File: config.mk
export PLATFORM = sky130hd
export DESIGN_NAME = mem_arbiter
export DESIGN_NICKNAME = d
export VERILOG_FILES = /design/src/rtl/mem_arbiter_pkg.sv /design/src/rtl/mem_arbiter.sv
export SDC_FILE = /design/constraint.sdc
export NUM_CORES = 1
export LEC_CHECK = 0
export BUFFER_PORTS_ARGS = -buffer_cell sky130_fd_sc_hd__buf_2
export CAP_MARGIN = 20
export CORE_ASPECT_RATIO = 2
export CORE_MARGIN = 10
export CORE_UTILIZATION = 50
export CTS_CLUSTER_SIZE = 20
export DETAILED_ROUTE_END_ITERATION = 7
export PLACE_DENSITY = 0.85
export SLEW_MARGIN = 20
export SYNTH_ARGS = -nofsm -noshare
export SYNTH_HDL_FRONTEND = slang
export SYNTH_SLANG_ARGS = --single-unit
File: constraint.sdc
create_clock -name clk -period 10.4 [get_ports clk]
set_input_delay 3.12 -clock clk [delete_from_list [all_inputs] [get_ports clk]]
set_output_delay 3.12 -clock clk [all_outputs]
set_load 0.03 [all_outputs]
File: src/rtl/mem_arbiter_pkg.sv
// Shared types for the memory bus arbiter.
// Holds the default bus widths and the arbiter state encoding.
// No logic lives here; it is imported by the arbiter.
package mem_arbiter_pkg;

    localparam int ARB_ADDR_W = 32;
    localparam int ARB_DATA_W = 32;

    // Arbiter sequencing states (2-bit encoding shared with debug tooling).
    typedef enum logic [1:0] {
        ArbIdle    = 2'd0,
        ArbIf      = 2'd1,
        ArbMem     = 2'd2,
        ArbDiscard = 2'd3
    } arb_state_t;

endpackage

File: src/rtl/mem_arbiter.sv
// Shares one external memory bus between instruction fetch and load/store, MEM first.
// Latency: request edge N -> bus_req from N+1; ack edge M -> done pulse for the cycle after M.
// Backpressure: bus fields held until bus_ack; requesters see combinational stall_if/stall_mem.
module mem_arbiter
    import mem_arbiter_pkg::*;
#(
    parameter int ADDR_W = ARB_ADDR_W,
    parameter int DATA_W = ARB_DATA_W
) (
    input  logic                clk,
    input  logic                rst,
    input  logic                if_req,
    input  logic [ADDR_W-1:0]   if_addr,
    input  logic                if_flush,
    output logic [DATA_W-1:0]   if_rdata,
    output logic                if_done,
    input  logic                mem_req,
    input  logic                mem_we,
    input  logic [DATA_W/8-1:0] mem_sel,
    input  logic [ADDR_W-1:0]   mem_addr,
    input  logic [DATA_W-1:0]   mem_wdata,
    output logic [DATA_W-1:0]   mem_rdata,
    output logic                mem_done,
    output logic                stall_if,
    output logic                stall_mem,
    output logic                bus_req,
    output logic                bus_we,
    output logic [DATA_W/8-1:0] bus_sel,
    output logic [ADDR_W-1:0]   bus_addr,
    output logic [DATA_W-1:0]   bus_wdata,
    input  logic [DATA_W-1:0]   bus_rdata,
    input  logic                bus_ack
);

    localparam int SEL_W = DATA_W / 8;

    arb_state_t          state, state_nxt;
    logic                bus_req_nxt;
    logic                bus_we_nxt;
    logic [SEL_W-1:0]    bus_sel_nxt;
    logic [ADDR_W-1:0]   bus_addr_nxt;
    logic [DATA_W-1:0]   bus_wdata_nxt;
    logic [DATA_W-1:0]   if_rdata_nxt;
    logic [DATA_W-1:0]   mem_rdata_nxt;
    logic                if_done_nxt;
    logic                mem_done_nxt;
    logic                mem_elig;
    logic                if_elig;

    // A port whose done is high this cycle is not eligible, so a finished requester is never re-granted.
    assign mem_elig  = mem_req & ~mem_done;
    assign if_elig   = if_req & ~if_done & ~if_flush;
    assign stall_if  = if_elig;
    assign stall_mem = mem_elig;

    // Next-state and next-output logic: grant from IDLE, hold the bus until ack, then report completion.
    always_comb begin
        state_nxt     = state;
        bus_req_nxt   = bus_req;
        bus_we_nxt    = bus_we;
        bus_sel_nxt   = bus_sel;
        bus_addr_nxt  = bus_addr;
        bus_wdata_nxt = bus_wdata;
        if_rdata_nxt  = if_rdata;
        mem_rdata_nxt = mem_rdata;
        if_done_nxt   = 1'b0;
        mem_done_nxt  = 1'b0;
        case (state)
            ArbIdle: begin
                // Acks seen here are spurious and ignored. MEM is the older instruction, so it wins.
                if (mem_elig) begin
                    bus_req_nxt   = 1'b1;
                    bus_we_nxt    = mem_we;
                    bus_sel_nxt   = mem_sel;
                    bus_addr_nxt  = mem_addr;
                    bus_wdata_nxt = mem_wdata;
                    state_nxt     = ArbMem;
                end else if (if_elig) begin
                    bus_req_nxt   = 1'b1;
                    bus_we_nxt    = 1'b0;
                    bus_sel_nxt   = '1;
                    bus_addr_nxt  = if_addr;
                    bus_wdata_nxt = '0;
                    state_nxt     = ArbIf;
                end
            end
            ArbMem: begin
                if (bus_ack) begin
                    mem_rdata_nxt = bus_rdata;
                    mem_done_nxt  = 1'b1;
                    bus_req_nxt   = 1'b0;
                    state_nxt     = ArbIdle;
                end
            end
            ArbIf: begin
                if (bus_ack) begin
                    bus_req_nxt = 1'b0;
                    state_nxt   = ArbIdle;
                    // A flush landing with the ack kills the returning instruction.
                    if (!if_flush) begin
                        if_rdata_nxt = bus_rdata;
                        if_done_nxt  = 1'b1;
                    end
                end else if (if_flush) begin
                    // The bus cycle cannot be aborted; ride it out and drop the data.
                    state_nxt = ArbDiscard;
                end
            end
            ArbDiscard: begin
                if (bus_ack) begin
                    bus_req_nxt = 1'b0;
                    state_nxt   = ArbIdle;
                end
            end
            default: begin
                bus_req_nxt = 1'b0;
                state_nxt   = ArbIdle;
            end
        endcase
    end

    // State and registered outputs; reset clears everything immediately.
    always_ff @(posedge clk or posedge rst) begin
        if (rst) begin
            state     <= ArbIdle;
            bus_req   <= 1'b0;
            bus_we    <= 1'b0;
            bus_sel   <= '0;
            bus_addr  <= '0;
            bus_wdata <= '0;
            if_rdata  <= '0;
            mem_rdata <= '0;
            if_done   <= 1'b0;
            mem_done  <= 1'b0;
        end else begin
            state     <= state_nxt;
            bus_req   <= bus_req_nxt;
            bus_we    <= bus_we_nxt;
            bus_sel   <= bus_sel_nxt;
            bus_addr  <= bus_addr_nxt;
            bus_wdata <= bus_wdata_nxt;
            if_rdata  <= if_rdata_nxt;
            mem_rdata <= mem_rdata_nxt;
            if_done   <= if_done_nxt;
            mem_done  <= mem_done_nxt;
        end
    end

endmodule

==> flow_summary.yaml <==
outcome:
  status: "finished, final reports clean"
placed_design:
  placed_area_mm2: 0.00726
  gp_congestion: 0.874
  post-place-cells: 812
  dp_hpwl_um: 13700
  dp_slack_ps: 2850
  io_buffer_count: 276
clock_tree:
  cts_tree: "done"
  post_cts_buffers: 0
  cts.clk_slew.worst_paths_ps: 60
  ctsHoldBuffers: 0
  cts_resized: 0
  cts_max_path_buffers: 2
  clockRootBuffer: "clkbuf_16"
  cts_made_buffers: 17
  clock-sinks: 138
  insertion_delay_ps: 400
  h-tree-depth: 4
finish:
  final-seq-area_mm2: 0.00345
  post-route-util_pct: 69.7
  area_growth_syn_to_layout_pct: 36.1
  multi_input_area_mm2: 0.00218
  final_design_area_no_fill_mm2: 0.00791
  finalNetCount: 828
  nFillCells: 778
  drive_gt1_share_pct: 58.3
  layout.cells.non_filler: 846
routing:
  vias_per_cell: 5.61
  final_antenna_net_count: 0
  finalWirelength_um: 18200
  first_pass_iters: 4
  drt_iter0_drc: 183
  drc: 0
  via_count: 4750
  wl_per_cell_um: 21.5
global_routing:
  grt_pass1_vias: 5219
  grt_use_met1_pct: 21.2
  grt_max_degree: 74
  grt_use_met3_pct: 10.5
  grt.overflow.total: 0
  busiest_layer: "met2"
  grt_usage_pct: 21.3
  use_met2_pct: 36.7
  antenna_found_initial: 3
  grt_pass1_wl_um: 27300
worst_setup_path:
  cp.arrival_ps: 4460
  cpPeakStageDelay_ps: 410
  r2r-end: "bus_wdata[13]"
  crit_slowest_cell: "buf_2"
  ff2ff_path_depth: 5
  cp_cell_sequence: "buf_2, nor3b_4, buf_4, buf_2"
  startpoint_type: "input pin"
  path_delay_family: "buffers and inverters"
  critical_path.most_common_cell: "buf_2"
  path_class: "in2out"
  cp_num_buf_inv: 3
  required_ps: 7280
  cp_max_fo: 35
  r2r_setup_slack_ps: 8250
  worstSetupEndpointType: "output port"
  reg2reg_from: "mem_done"
hold_path:
  hp-class: "reg2reg"
  hp-start: "if_rdata[6]"
  holdPathStages: 1
  hold-path-endpoint: "if_rdata[6]"
timing:
  worst_slew_pin_slew_ps: 886
  worst_slack_ps: 2820
  max_freq_mhz: 132
  period_share_pct: 72.9
  slew_headroom_pct: 40.9
  rsz0062_at_grt: "false"
  setup_tns_ps: 0
  drv_slew: 0
  hold_violations: 0
  finClkSkew_ps: 9.80
  finalCriticalPeriod_ps: 7580
  setup_violations: 0
yosys:
  syn-num-nets: 564
  synth_cell_types: 27
  ys_seq_area_share_pct: 59.4
  synthCells: 425
  syn_area_per_cell_um2: 13.7
  yosys_warnings: 0
  synth_seq_cells: 138
  syn_area_mm2: 0.00581
job:
  max_cap_violations: 0
floorplanning:
  rows: 55
  coreArea_mm2: 0.0114
  die_w_um: 96.2
  start_util_pct: 51.2
  ioPinCount: 277
  dieArea_mm2: 0.0166
  die_h_um: 172
power:
  power_frac_seq_pct: 32.8
  comb_power_share_pct: 45.6
  power.leakage_nw: 3.81
  clkPwrFrac_pct: 21.6
  power_switching_mw: 1.32
  peakVddDrop_v: 0.000259
  p_per_area_mw_per_mm2: 377
  power_switching_share_pct: 44.3
  intPower_mw: 1.66
==> power groups by stage <==
stage,Sequential [mW],Combinational [mW],Clock [mW]
2_1_floorplan,1.49,0.397,0
3_3_place_gp,0.956,1.34,0
3_5_place_dp,0.976,1.37,0
4_1_cts,0.975,1.38,0.659
5_1_grt,1.01,1.44,0.681
6_report,0.977,1.36,0.645
==> cells in the final DEF (no fill, tap or decap), types with 2 or more instances in the layout <==
cell | synthesis | layout
clkinv_4 | 0 | 3
dfrtp_1 | 138 | 138
o21ai_0 | 2 | 2
clkbuf_8 | 0 | 2
o22ai_1 | 32 | 32
buf_2 | 11 | 276
a22o_1 | 33 | 33
nor4b_1 | 3 | 3
inv_1 | 4 | 2
mux2_2 | 57 | 57
clkinvlp_4 | 0 | 2
nor4b_2 | 29 | 29
nor3_1 | 65 | 64
bufinv_16 | 0 | 4
o22a_1 | 4 | 4
buf_4 | 0 | 7
inv_6 | 0 | 4
nand2_1 | 2 | 2
clkbuf_16 | 0 | 17
mux2_1 | 7 | 7
diode_2 | 0 | 3
==> metrics by stage <==
stage               total power, mW  hold WS [ps]
finish                         2.98           488
global route                   3.13           508
CTS                            3.01           488
detailed placement             2.35           474
global placement               2.29           464
floorplan                      1.89           586
==> cell usage after synthesis <==
library cell	n	area share [%]
nor4b_4	1	0.41
nor3_1	65	5.6
mux2_1	7	1.4
nand2b_1	1	0.11
nand3b_1	1	0.13
o21ai_1	1	0.086
or4_4	1	0.19
o22a_1	4	0.60
dfrtp_1	138	59
a22o_1	33	5.0
o2bb2ai_1	1	0.15
a21oi_1	1	0.086
inv_1	4	0.26
nand2_1	2	0.13
clkbuf_1	21	1.4
mux2_2	57	11
o21a_1	1	0.13
or4b_1	1	0.17
buf_6	5	0.97
o22ai_1	32	3.4
nor4b_2	29	7.5
buf_2	11	0.95
nor4b_1	3	0.45
buf_1	1	0.065
nor2_1	1	0.065
nor3b_2	1	0.22
o21ai_0	2	0.17
==> flip-flops by register name (all words and copies together) (netlist names), 2 cells and up <==
name	cells
bus_addr	32
bus_sel	4
bus_wdata	32
if_rdata	32
mem_rdata	32
state	2
==> logic make-up after synthesis <==
group,synth area share (%)
buf+inv,3.59
simple gates,15.0
mux,12.4
flops,59.4
compound gates,9.64
==> area by class of cell <==
class                   instances  area share (%)
diodes                          3          0.0949
clock buffers                  19            5.73
clock inverters                12            2.37
inverters                       4           0.253
multi-input cells             245            27.5
flip-flops and latches        138            43.7
well taps                     142            2.25
repair buffers                283            18.1
==> worst reg2reg max path, stage by stage, from the launching register on <==
cell and delay [ps]:
dfrtp_1 380, nand2b_1 200, inv_2 90, buf_4 640
o21ai_4 420, a22o_1 300
==> metal layers <==
layer	wire length (um)	share of wire, %
met4	502	2.8
met5	7	0.038
met1	5820	32
met2	9570	53
met3	2300	13
==> worst max-delay path by stage <==
| stage | start | endpoint | depth (start not counted) |
|---|---|---|---|
| 6_report | if_req | stall_if | 4 |
| 5_1_grt | if_req | stall_if | 4 |
| 4_1_cts | if_req | stall_if | 4 |
| 3_5_place_dp | if_req | stall_if | 4 |
| 3_3_place_gp | if_req | stall_if | 4 |
| 2_1_floorplan | mem_req | stall_mem | 4 |
Power figures use the tool's default switching activity.
